`config.mk`:
```
export PLATFORM = sky130hd
export DESIGN_NAME = slice_serial_adder
export DESIGN_NICKNAME = d
export VERILOG_FILES = /design/src/rtl/slice_serial_adder.sv
export SDC_FILE = /design/constraint.sdc
export NUM_CORES = 1
export LEC_CHECK = 0
export ABC_AREA = 1
export BUFFER_PORTS_ARGS = -buffer_cell sky130_fd_sc_hd__buf_2
export CAP_MARGIN = 15
export CORE_MARGIN = 4
export CORE_UTILIZATION = 55
export CTS_CLUSTER_DIAMETER = 40
export DETAILED_ROUTE_END_ITERATION = 10
export HOLD_SLACK_MARGIN = 0.1
export PLACE_DENSITY = 0.91
export SLEW_MARGIN = 20
export SYNTH_ARGS = -nofsm -noshare
export SYNTH_HDL_FRONTEND = slang
export SYNTH_SLANG_ARGS = --single-unit
```
`constraint.sdc`:
```
create_clock -name clk -period 4.03 [get_ports clk]
set_input_delay 0.6045 -clock clk [delete_from_list [all_inputs] [get_ports clk]]
set_output_delay 0.6045 -clock clk [all_outputs]
set_load 0.005 [all_outputs]
```
`src/rtl/slice_serial_adder.sv`:
```
// rtl/slice_serial_adder.sv - word-serial sequencer feeding a combinational SLICE-bit adder, LSB chunk first
module slice_serial_adder #(
    parameter int WIDTH = 16,
    parameter int SLICE = 4
) (
    input  logic             clk,
    input  logic             rst_n,
    input  logic             start_valid,
    output logic             start_ready,
    input  logic [WIDTH-1:0] op_a,
    input  logic [WIDTH-1:0] op_b,
    input  logic             cin,
    output logic [SLICE-1:0] slice_a,
    output logic [SLICE-1:0] slice_b,
    output logic             slice_cin,
    input  logic [SLICE-1:0] slice_s,
    input  logic             slice_cout,
    output logic [WIDTH-1:0] sum,
    output logic             cout,
    output logic             done_valid,
    input  logic             done_ready,
    output logic             busy
);

    localparam int NSLICE = WIDTH / SLICE;
    localparam int IDXW   = (NSLICE > 1) ? $clog2(NSLICE) : 1;

    typedef enum logic [1:0] {IDLE, RUN, DONE} state_t;

    state_t            state, state_nxt;
    logic [IDXW-1:0]   idx;
    logic [WIDTH-1:0]  a_reg, b_reg, sum_r;
    logic              carry, cout_r;
    logic              last;

    assign last = (idx == IDXW'(NSLICE - 1));
    assign sum  = sum_r;
    assign cout = cout_r;

    always_ff @(posedge clk or negedge rst_n) begin
        if (!rst_n) begin
            state <= IDLE;
        end else begin
            state <= state_nxt;
        end
    end

    always_comb begin
        state_nxt   = state;
        start_ready = 1'b0;
        done_valid  = 1'b0;
        busy        = 1'b1;
        slice_a     = '0;
        slice_b     = '0;
        slice_cin   = 1'b0;
        case (state)
            IDLE: begin
                start_ready = 1'b1;
                busy        = 1'b0;
                if (start_valid) state_nxt = RUN;
            end
            RUN: begin
                slice_a   = a_reg[idx*SLICE +: SLICE];
                slice_b   = b_reg[idx*SLICE +: SLICE];
                slice_cin = carry;
                if (last) state_nxt = DONE;
            end
            DONE: begin
                done_valid = 1'b1;
                if (done_ready) state_nxt = IDLE;
            end
            default: state_nxt = IDLE;
        endcase
    end

    // sum is deliberately left alone on accept; it is rebuilt chunk by chunk during RUN
    always_ff @(posedge clk or negedge rst_n) begin
        if (!rst_n) begin
            idx    <= '0;
            a_reg  <= '0;
            b_reg  <= '0;
            carry  <= 1'b0;
            sum_r  <= '0;
            cout_r <= 1'b0;
        end else begin
            case (state)
                IDLE: begin
                    if (start_valid) begin
                        a_reg <= op_a;
                        b_reg <= op_b;
                        carry <= cin;
                        idx   <= '0;
                    end
                end
                RUN: begin
                    sum_r[idx*SLICE +: SLICE] <= slice_s;
                    carry <= slice_cout;
                    if (last) begin
                        cout_r <= slice_cout;
                        idx    <= '0;
                    end else begin
                        idx <= idx + 1'b1;
                    end
                end
                default: ;
            endcase
        end
    end

endmodule

```
==> impl_results.md, run 1 <==
* Post-Syn Instances at 326
* Synth top area share at 50.2%
* Io pins at 71
* Max-slew headroom at 40.5%
* Post-CTS setup buffers at 0
* Fin nets at 437
* Final setup TNS at 0 ns
* Synthesized area per cell at 8.26 um2
* R2R Path End: sum[11]
* Sw Share at 42.9%
* Vias in the first global route at 2,339
* P&R area growth vs syn at 15.9%
* WL/cell at 12.9 um
* Reg2reg setup slack at 1.58 ns
* Final WS setup at 1.18 ns
* Power Dens Cells at 748 nW/um2
* Max-cap violations at 0
* Worst hold path class: in2async
* Register area share after synthesis at 50.2%
* Worst Setup EP: slice_b[2]
* Synth top area cells: dfrtp_1 50%, nand2_1 17%, o21ai_2 7.5%, inv_1 6.0%, nand3_1 4.6%
* Final-report hold violation count at 0
* Drt drc at 0
* Worst EP arrival at 2.25 ns
* Status: finished clean
* Global-route wire length before repair at 10.5 mm
* Die Y at 78.0 um
* Tcrit/Tclk final at 70.8%
* Initial Util at 57.0%
* Net switching power at 1000 uW
* Core footprint at 4720 um2
* Max Fclk at 350 MHz
* CP Capture Type: primary output
* Part of the power in combinational logic at 47.7%
* Skew-Pair Late Insertion Delay at 0.31 ns
* Diode count at 0
* Cts hold-fix bufs at 0
* Reg2Reg Depth at 6
* CP Max Fanout at 25
* RSZ-0062 raised after global routing: no
* Clock tree root driver cell: clkbuf_8
* Reg2Reg Launch Point: idx[0]
* Antenna viol nets, final at 0
* CTS tree: yes
* Pin count of the biggest net entering global routing at 66
* IO Port Bufs at 70
* Routability-driven placement congestion ratio at 0.771
* Maximum VDD drop at 0.426 mV
* Syn. warnings at 0
* Reg clk slew, reported paths at 0.09 ns
* DIE AREA at 6080 um2
* Num CTS Buffers at 5
* Mapped Nets at 373
* Setup Skew at 0.00538 ns
* Worst slew pin tran at 0.892 ns
* Die X at 78.0 um
* Post-synth top area cell: dfrtp_1
* Vias post-DR at 2,267
* Seq cells post-synth at 54
* Minimum clock period at 2.85 ns
* Initial antenna violation count at 0
* Setup-failing EPs final at 0
* DRT iter0 DRCs at 192
* Crit path launch type: flip-flop
* Clock sink count at 54
* PnR Total Power at 2340 uW
* Syn Std Cell Area at 2690 um2
* Seq pwr share at 39.1%
* Clock power frac at 13.2%
* Static leakage at 0.00174 uW
* Final Util at 66.1%
* H-tree depth at 2
* Worst Setup Path Type: reg2out
* Internal Power at 1330 uW
* Dpl hpwl at 4.16 mm
* Post-Route WL at 5.89 mm
* Worst EP required at 3.43 ns
* CP Launch Point: idx[0]
* Share of cells above drive strength 1 at 28.1%
* Clock Tree Buf Depth at 2
* Pre-CTS setup slack at 1.58 ns
* # resized after CTS at 0
* Total GRT Usage at 21.6%
* Placement Rows at 25
* Vias per cell at 4.95
* Grt ovf at 0
* Post-synth cell types at 22
* Pins Over Slew Limit at 0
* Drt first pass iters at 4
## worst max-delay path: stages (launching register included)
cell	delay (ns)
dfrtp_1	0.78
inv_1	0.56
nand2_1	0.20
nand3_1	0.08
a21oi_1	0.18
buf_2	0.15
## synth_stat cells
cell type,instances
nand2_4,2
buf_6,6
clkbuf_1,1
inv_1,43
o21ai_1,4
clkbuf_2,1
o21ai_0,12
nor2_4,3
nand3_1,25
inv_2,2
buf_2,5
clkinv_1,1
nor2_1,7
o31ai_1,1
nand2_2,1
ha_1,5
dfrtp_1,54
a21oi_1,8
or2_2,1
nor2_2,1
nand2_1,120
o21ai_2,23
## power by group through the flow
stage	Clock, uW	Sequential, uW	Combinational, uW
final	308	913	1120
after floorplan	0	869	858
after global placement	0	907	1060
after global routing	330	943	1290
after detailed placement	0	922	1110
after CTS	313	910	1130
## per-stage QoR
step	cells	instance area [um2]	hold WS, ns
floorplan	326	2690	0.309
global placement	450	3030	0.456
detailed placement	450	3030	0.466
CTS	458	3120	0.347
global route	458	3120	0.382
finish	458	3120	0.312
## how the worst min path moves through the flow
| stage | startpoint | endpoint | cells after the start |
|---|---|---|---|
| after floorplan | rst_n | a_reg[0] | 0 |
| after global placement | cout | cout | 2 |
| after detailed placement | sum[11] | sum[11] | 2 |
| after CTS | rst_n | carry | 1 |
| after global routing | rst_n | a_reg[9] | 1 |
| final | rst_n | a_reg[15] | 1 |
## cells in the final DEF, fill, tap and decap left out, types with 2 or more instances in the layout
| cell | instances |
|---|---|
| o21ai_0 | 12 |
| a21oi_1 | 8 |
| o21ai_2 | 23 |
| buf_2 | 69 |
| nand2_1 | 120 |
| clkbuf_8 | 6 |
| o21ai_1 | 4 |
| ha_1 | 5 |
| inv_1 | 43 |
| dfrtp_1 | 54 |
| clkinv_2 | 2 |
| nor2_1 | 7 |
| nor2_4 | 3 |
| nand3_1 | 25 |
| nand2_4 | 2 |
## layer usage
layer / up-vias / wire length [um] / global-route usage, %
li1: 1132 / - / -
met1: 1058 / 2580 / 27.8
met2: 66 / 2870 / 35.5
met3: 11 / 298 / 4.52
met4: 0 / 137 / 9.09
met5: - / 0 / 0
## logic make-up (layout without fill, tap and decap cells)
logic type / Yosys count / in the layout / synth area share (%)
compound gates: 48 / 48 / 12.2
flops: 54 / 54 / 50.2
buf+inv: 59 / 124 / 10.2
simple gates: 160 / 160 / 25.1
fa+ha+maj: 5 / 5 / 2.32
## cell type report
| type | instances | area [um2] |
|---|---|---|
| clock buffers | 7 | 86.3 |
| clock inverters | 1 | 5.00 |
| fillers | 388 | 1600 |
| inverters | 46 | 174 |
| multi-input cells | 213 | 1070 |
| flip-flops and latches | 54 | 1350 |
| well taps | 67 | 83.8 |
| repair buffers | 70 | 353 |
(Power assumes the default switching activity.)
==> run 2, diff against run 1 <==
CORE_UTILIZATION = 52   (was 55)
PLACE_DENSITY = 0.87   (was 0.91)
clock period = 2.94 ns   (was 4.03 ns; I/O delays follow)
==> run 2 against run 1 <==
Compared with the run above: clock skew down 0.0020 ns; worst setup slack worse by 0.92 ns; sequential share of layout area decreased by 0.16 points; power increased by 36%; combinational power increased by 38%; sequential power grew 36%; worst hold slack lost 0.19 ns; via count decreased by 1.3%; flip-flop and latch count stayed put; critical path type unchanged; critical endpoint is now slice_b[0]; largest power group unchanged; highest routed layer unchanged.
==> impl_results.md, run 2 (same netlist as run 1, synthesis figures left out) <==
* Status: finished clean
* Reg clk slew, reported paths at 0.09 ns
* PnR Total Power at 3180 uW
* Vias in the first global route at 2,204
* CTS tree: yes
* Drt first pass iters at 5
* Skew-Pair Late Insertion Delay at 0.30 ns
* WL/cell at 12.7 um
* Max Fclk at 373 MHz
* Reg2reg setup slack at 0.56 ns
* Worst slew pin tran at 0.720 ns
* Worst EP arrival at 2.24 ns
* Worst Setup Path Type: reg2out
* Final-report hold violation count at 0
* FF/Latch Area at 1350 um2
* Worst hold path class: in2async
* Reg2Reg Launch Point: idx[0]
* Pin count of the biggest net entering global routing at 36
* Die Y at 80.0 um
* Clock Tree Buf Depth at 2
* Routability-driven placement congestion ratio at 0.798
* Io pins at 71
* Placement Rows at 25
* Crit path launch type: flip-flop
* CP Max Fanout at 25
* P&R area growth vs syn at 16.3%
* Vias per cell at 4.87
* Share of cells above drive strength 1 at 28.6%
* Minimum clock period at 2.68 ns
* Drt drc at 0
* Total GRT Usage at 20.3%
* Tcrit/Tclk final at 91.1%
* Post-CTS setup buffers at 0
* Post-Route WL at 5.82 mm
* R2R Path End: sum[10]
* Dpl hpwl at 4.33 mm
* Die X at 80.0 um
* Placed cell areas at 3050 um2
* Max-slew headroom at 51.9%
* IO Port Bufs at 70
* Power Dens Cells at 1010 nW/um2
* Clock tree root driver cell: clkbuf_8
* DRT iter0 DRCs at 195
* Final setup TNS at 0 ns
* Setup-failing EPs final at 0
* Hold Slack at 0.122 ns
* Fill cell count at 432
* Num CTS Buffers at 5
* Global-route wire length before repair at 10.0 mm
* Antenna viol nets, final at 0
* Post-route insts no fill at 459
* Commonest non-fill, non-tap cell in the layout: nand2_1
* Vias post-DR at 2,237
* Initial antenna violation count at 0
* Max-cap violations at 0
* H-tree depth at 2
* Maximum VDD drop at 0.588 mV
* Clock sink count at 54
* Multi-input logic area at 1070 um2
* Final instance area at 3130 um2
* Core footprint at 4880 um2
* Grt ovf at 0
* Static leakage at 0.00174 uW
* Pins Over Slew Limit at 0
* Cells after DPL at 452
* Worst EP required at 2.50 ns
* Reg2Reg Depth at 6
* Fin nets at 439
* Setup Skew at 0.00334 ns
* Most frequent cells in the layout: 120 x nand2_1, 70 x buf_2, 54 x dfrtp_1
* Initial Util at 55.2%
* RSZ-0062 raised after global routing: yes
* CP Capture Type: primary output
* Diode count at 0
* DIE AREA at 6400 um2
run 2: cell count changes in the layout (fill, tap and decap cells not counted), sizes merged:
cell / change
buf: +2
clkbuf: -2
inv: +1
run 2: routing by layer:
metal / track usage, % / vias up / wire, um
met4: 7.09 / 0 / 113
met3: 4.40 / 10 / 283
met5: 0 / - / 0
met1: 26.4 / 1027 / 2610
met2: 33.2 / 61 / 2810
li1: - / 1139 / -
run 2: cell type report:
type                    count  area share [%]
repair buffers             72            12.1
clock buffers               5            2.20
flip-flops and latches     54            43.1
inverters                  46            5.51
multi-input cells         213            34.1
well taps                  67            2.68
clock inverters             2           0.319
run 2: critical path: stages, from the launching register on:
cell	delay, ns
dfrtp_1	0.77
inv_1	0.54
nand2_1	0.19
nand3_1	0.10
a21oi_1	0.19
buf_2	0.15
run 2: where the power goes:
| part | internal, uW | switching [uW] |
|---|---|---|
| sequential | 1060 | 182 |
| combinational | 587 | 955 |
| clock | 160 | 230 |
| total | 1810 | 1370 |
run 2: how the worst max path moves through the flow:
stage	start	endpoint	slack, ns	cells after the start
3_5_place_dp	idx[0]	sum[3]	0.62	5
3_3_place_gp	idx[0]	slice_b[2]	0.73	5
4_1_cts	idx[0]	slice_b[0]	0.27	5
5_1_grt	idx[0]	slice_a[2]	-0.002	5
6_report	idx[0]	slice_b[0]	0.26	5
2_1_floorplan	idx[0]	sum[12]	1.38	9
run 2: per-stage QoR:
stage / worst slack (ns) / util [%]
after floorplan: 1.38 / -
after global placement: 0.726 / 62.6
after detailed placement: 0.619 / 62.6
after CTS: 0.270 / 64.2
after global routing: -0.00222 / 64.2
final: 0.260 / 64.2
run 2: timing repair:
action                     in CTS  in global routing
hold buffers                    0                  0
hold endpoints to repair        0                  0
setup endpoints to repair       0                  1
resized for setup               0                  0
